==> src/rtl/bcd_updown_counter.sv <==
// Multi-digit BCD up/down counter with per-digit moduli, edge-detected add/sub,
// synchronous load and a roll-over pulse. Define BCD_COUNTER_SAT_EN for saturating mode.
module bcd_updown_counter #(
  parameter int DIGITS = 4,
  parameter int MOD_LO = 10,
  parameter int MOD_HI = 6
) (
  input  logic                  clk,
  input  logic                  reset,
  input  logic                  add,
  input  logic                  sub,
  input  logic                  load,
  input  logic [4*DIGITS-1:0]   load_val,
  output logic [4*DIGITS-1:0]   Q,
  output logic [4*DIGITS-1:0]   QnR,
  output logic                  wrap,
  output logic                  zero
);

  localparam int W = 4 * DIGITS;

  // Even-indexed digits use MOD_LO, odd-indexed digits use MOD_HI.
  function automatic logic [3:0] digit_max(input int idx);
    return (idx % 2 == 0) ? 4'(MOD_LO - 1) : 4'(MOD_HI - 1);
  endfunction

  logic         add_q, sub_q;
  logic         inc, dec;
  logic [W-1:0] q_inc, q_dec, load_clean;
  logic         all_max, all_zero;
  logic         carry, borrow;

  assign inc = add & ~add_q;
  assign dec = sub & ~sub_q;

  // Carry and borrow ripple from digit 0 upward within a single cycle.
  // NOTE: every always_comb output gets a default first so no path can infer a latch.
  always_comb begin
    q_inc      = '0;
    q_dec      = '0;
    load_clean = '0;
    carry      = 1'b1;
    borrow     = 1'b1;
    for (int i = 0; i < DIGITS; i++) begin
      if (carry)
        q_inc[4*i +: 4] = (Q[4*i +: 4] == digit_max(i)) ? 4'd0 : Q[4*i +: 4] + 4'd1;
      else
        q_inc[4*i +: 4] = Q[4*i +: 4];

      if (borrow)
        q_dec[4*i +: 4] = (Q[4*i +: 4] == 4'd0) ? digit_max(i) : Q[4*i +: 4] - 4'd1;
      else
        q_dec[4*i +: 4] = Q[4*i +: 4];

      load_clean[4*i +: 4] = (load_val[4*i +: 4] > digit_max(i)) ? 4'd0 : load_val[4*i +: 4];

      carry  = carry  & (Q[4*i +: 4] == digit_max(i));
      borrow = borrow & (Q[4*i +: 4] == 4'd0);
    end
    all_max  = carry;
    all_zero = borrow;
  end

  // NOTE: sequential state uses non-blocking assignments so every register sees pre-edge values.
  always_ff @(posedge clk) begin
    if (reset) begin
      Q     <= '0;
      wrap  <= 1'b0;
      add_q <= 1'b0;
      sub_q <= 1'b0;
    end else begin
      add_q <= add;
      sub_q <= sub;
      wrap  <= 1'b0;
      if (load) begin
        Q <= load_clean;
      end else if (inc && !dec) begin
`ifdef BCD_COUNTER_SAT_EN
        if (!all_max) Q <= q_inc;
`else
        Q    <= q_inc;
        wrap <= all_max;
`endif
      end else if (dec && !inc) begin
`ifdef BCD_COUNTER_SAT_EN
        if (!all_zero) Q <= q_dec;
`else
        Q    <= q_dec;
        wrap <= all_zero;
`endif
      end
    end
  end

  assign QnR  = reset ? '0 : ~Q;
  assign zero = (Q == '0);

endmodule

==> config.mk <==
export PLATFORM = sky130hd
export DESIGN_NAME = bcd_updown_counter
export DESIGN_NICKNAME = d
export VERILOG_FILES = /design/src/rtl/bcd_updown_counter.sv
export SDC_FILE = /design/constraint.sdc
export NUM_CORES = 1
export LEC_CHECK = 0
export ABC_AREA = 0
export CORE_UTILIZATION = 35
export DETAILED_ROUTE_END_ITERATION = 7
export MAX_ROUTING_LAYER = met4
export PLACE_DENSITY = 0.72
export SLEW_MARGIN = 20
export SYNTH_ARGS = -nofsm -noshare
export SYNTH_HDL_FRONTEND = slang
export SYNTH_SLANG_ARGS = --single-unit
==> constraint.sdc <==
create_clock -name clk -period 2.6 [get_ports clk]
set_input_delay 0.65 -clock clk [delete_from_list [all_inputs] [get_ports clk]]
set_output_delay 0.65 -clock clk [all_outputs]
set_load 0.05 [all_outputs]
### Yosys cells after proc, flatten, opt, wreduce, memory -nomap -nowiden

Index checks and enable logic that the tools add are counted.

* register bits after elaboration: 19
* bits in latches: 0
* bits in writable memories: 0
* bits in read-only memories: 0
* bits of input ports: 21
* memories kept: 0

* add/sub/neg operators: 8
* multiply operators: 0
* divide/modulo/power cells: 0
* magnitude comparators: 4
* equality and inequality tests: 7
* shift operators: 0
* multiplexer cells: 24
* bitwise gates (word level): 11
* reduce and logical (&&, ||, !) cells: 17

Operators by type and width (count)
* 2-to-1 mux 4 bit: 18
* 2-to-1 mux 16 bit: 4
* adder 4 x 1 -> 4 bit (second input constant): 4
* zero test 16 bit: 1
* zero test 4 bit: 4
* inverter 16 bit: 1
* subtractor 4 x 1 -> 4 bit (second input constant): 4
* nonzero test 3 bit: 4
* != test 3 bit (second input constant): 3
* AND reduction 3 bit: 3
* AND 1 bit: 8
* == test 4 x 3 -> 1 bit (second input constant): 2
* == test 4 bit (second input constant): 2
* greater-than comparator 4 x 3 -> 1 bit (second input constant): 2
* greater-than comparator 4 bit (second input constant): 2
* logical AND 1 bit: 2
* zero test 1 bit: 2
* 2-to-1 mux 1 bit: 2
* inverter 1 bit: 2
* OR reduction 2 bit: 1

### Logic depth before layout (Yosys ltp)

* depth in word-level cells: 7
* depth in mapped cells: 6
* depth with buffers taken out: 5

### Worst setup path after synthesis

No wires, ideal clock.

* path kind: reg-to-output
* start: reg Q[3]
* end: out zero
* arrival: 2.214 ns
* data required time: 1.950 ns
* setup slack: -0.264 ns
* cell stages (with the launch flop): 5
* path buffers: 0
* cell sequence: dfxtp_1 -> or4_4 -> nor4_4 -> nand4_1 -> nor2b_1

* cells in the longest elaborated chain, start to end: 1

Ends and longest elaborated chain
* start: declaration: RTL line 14 `output logic [4*DIGITS-1:0] Q,`
* start signal: assignment: RTL line 76 `Q <= load_clean;`
* start signal: assignment: RTL line 81 `Q <= q_inc;`
* start signal: assignment: RTL line 88 `Q <= q_dec;`
* zero test 16 bit: RTL line 96 `assign zero = (Q == '0);`
* end: declaration: RTL line 17 `output logic zero`

No other way between the ends.

### Worst setup path after layout

Same ends and word-level chain as after synthesis.

==> results.cfg <==
[status]
run_status = finished clean

[clock_network]
clk_latency_ps = 260
clockBufferDepth = 2
cts_tree = built
cts_inserted_buffers = 3
cts.htree.levels = 1
cts.clk_slew.worst_paths_ps = 70
cts_hold_buf = 0
cts-root-buf = clkbuf_8
cts_sinks = 19

[critical_path]
endpoint_kind = output pin
cp.arrival_ps = 1890
reg2reg_depth = 7
rr_startpoint = Q[1]
crit_type = register to output pin
rrSetupSlack_ps = 340
critical_path.max_fanout = 2
start_kind = register
r2r-end = Q[8]
cp_data_required_time_ps = 1950

[cells_and_area]
fill_cells = 474
instances_no_fill = 366
nNetsFinal = 321
antennaDiodeCount = 0
area_growth_pct = 52.7
fin_util = 0.557
drive_gt1_frac = 0.164

[sta]
hold_slack_ps = 662
slew_headroom = 0.480
slew_violations = 0
post-route-period-util = 0.975
hold_violations = 0
worst_pin_slew_ps = 769
finalSetupViolCount = 0
rsz0062_at_grt = yes
skew_ps = 2.01
max_freq_mhz = 394
period_needed_ps = 2540

[floorplanning]
io_pins = 55
core_sq_um = 4750
die_h_microns = 72.4
dieArea_sq_um = 5240
die_w_microns = 72.4
placementRows = 25
start_util = 0.365

[job]
drv_cap = 0

[routing]
drc = 0
wl_per_cell_microns = 13.7
routed_wl_microns = 5010
antenna_left = 0
vias_per_cell = 5.54
vias = 2029
drt_iter0_markers = 345
firstDrtPassIters = 4

[synth]
synth-seq-cells = 19
seq_area_frac_synth = 0.219
yosys_warnings = 0
yosys_most_used_dff = dfxtp_1
synth_top_area_share = 0.219
postSynthCellCount = 246
avgSynthCellArea_sq_um = 7.05
synth_edf_count = 0
synth_top_area_cell = dfxtp_1
ys_top_cells_by_area = dfxtp_1, nor2_1, clkbuf_1
synthArstFlopShare = 0
syn_nets = 267
syn-cell-area_sq_um = 1740
synthDistinctLibCells = 58

[power]
leakagePower_uw = 0.000997
power_density_nw_per_um2 = 434
vdd_drop_max_mv = 0.262

[grt]
antenna_found_initial = 0
grt_pass1_vias = 1778
grt_max_degree = 35
gr-total-overflow = 0
track_usage = 0.201
grt_pass1_wl_microns = 8280

[worst_hold_path]
holdPathStages = 3
holdPathEnd = Q[3]
hold_path.class = register to register
min_from = Q[3]

[placed_design]
finalWeightedCongestion = 0.904
dp_hpwl_microns = 3790
io_buffer_count = 54
dpl.cell_count = 362
## Yosys cell counts, types with 3 or more instances
cell      number
a21oi_1       12
nor3_1         9
o21ai_0       12
a31oi_1        8
o211ai_1       3
inv_1         12
a211o_1        3
nand2_1       12
nor2b_1        6
or3_1          6
o22ai_1        5
dfxtp_1       19
xnor2_1        4
nor2_1        28
a211oi_1       4
o31ai_1        3
o311ai_0       3
nand3_1       12
nand2b_1       6
a21o_1         4
xor2_1         4
clkbuf_1      21
## cells in the final DEF (no fill, tap or decap), types with 5 or more instances in the layout
master	n
clkdlybuf4s50_1	37
nor2_1	28
buf_4	19
dfxtp_1	18
buf_12	18
nand2_1	12
inv_1	12
nand3_1	12
o21ai_0	12
a21oi_1	12
nor3_1	9
a31oi_1	8
nand2b_1	6
or3_1	6
nor2b_1	5
o22ai_1	5
## per-stage QoR
| step | setup TNS, ps | cell area (sq um) | setup slack (ps) | total power (uW) |
|---|---|---|---|---|
| after global placement | 0 | 2600 | 97.4 | 940 |
| after detailed placement | 0 | 2600 | 44.1 | 947 |
| after CTS | 0 | 2650 | 46.8 | 1160 |
| after global routing | -35.7 | 2650 | -35.7 | 1210 |
| final | 0 | 2650 | 64.2 | 1150 |
| after floorplan | 0 | 1740 | 66.0 | 700 |
## sequential cells by signal (all words and copies together), names as in the netlist
register and flops:
Q 16, sub_q 1, add_q 1, wrap 1
## how the worst max path moves through the flow
| stage | startpoint | endpoint | slack (ps) |
|---|---|---|---|
| 4_1_cts | Q[3] | zero | 50 |
| 6_report | Q[3] | zero | 60 |
| 2_1_floorplan | Q[3] | zero | 70 |
| 3_3_place_gp | sub | Q[15] | 100 |
| 5_1_grt | Q[3] | zero | -40 |
| 3_5_place_dp | sub | Q[15] | 40 |
## logic make-up after synthesis
family | after synthesis | synth area share
AND/OR/NAND/NOR | 100 | 0.319
multiplexers | 3 | 0.0202
AO/OA/AOI/OAI | 79 | 0.320
XOR/XNOR | 8 | 0.0404
buffers and inverters | 37 | 0.0815
flip-flops | 19 | 0.219
## final cells by class
type	instances	area, sq um	share of cell area
tap	67	83.8	0.0316
multi-input combinational	190	1220	0.461
sequential	19	382	0.144
inverter	12	45.0	0.0170
clock buffer	4	45.0	0.0170
timing repair buffer	74	873	0.330
## critical path, cell delays in order (launching register included)
cell and delay (ps):
dfxtp_2 320, or4_4 560, nor4_4 200, nand4_1 210
nor2b_4 190, buf_12 140
## what timing repair did
| action | 4_1_cts | 5_1_grt |
|---|---|---|
| gates resized for setup | 0 | 1 |
| buffers inserted | 0 | 0 |
| endpoints found under the setup margin | 0 | 1 |
## per-layer routing
metal | vias up | track usage | part of all wire | wire, microns
met5 | - | - | 0 | 0
met3 | 6 | 0.0347 | 0.062 | 311
met1 | 933 | 0.273 | 0.48 | 2400
met2 | 73 | 0.313 | 0.45 | 2270
li1 | 1017 | - | - | -
met4 | 0 | 0.0436 | 0.0068 | 34
## power breakdown
part	switching, uW	internal [uW]	leakage, uW
clock network	98.3	109	0.0000228
logic	336	268	0.000818
registers	29.4	310	0.000156
total	463	687	0.000997
(Power assumes the default switching activity.)
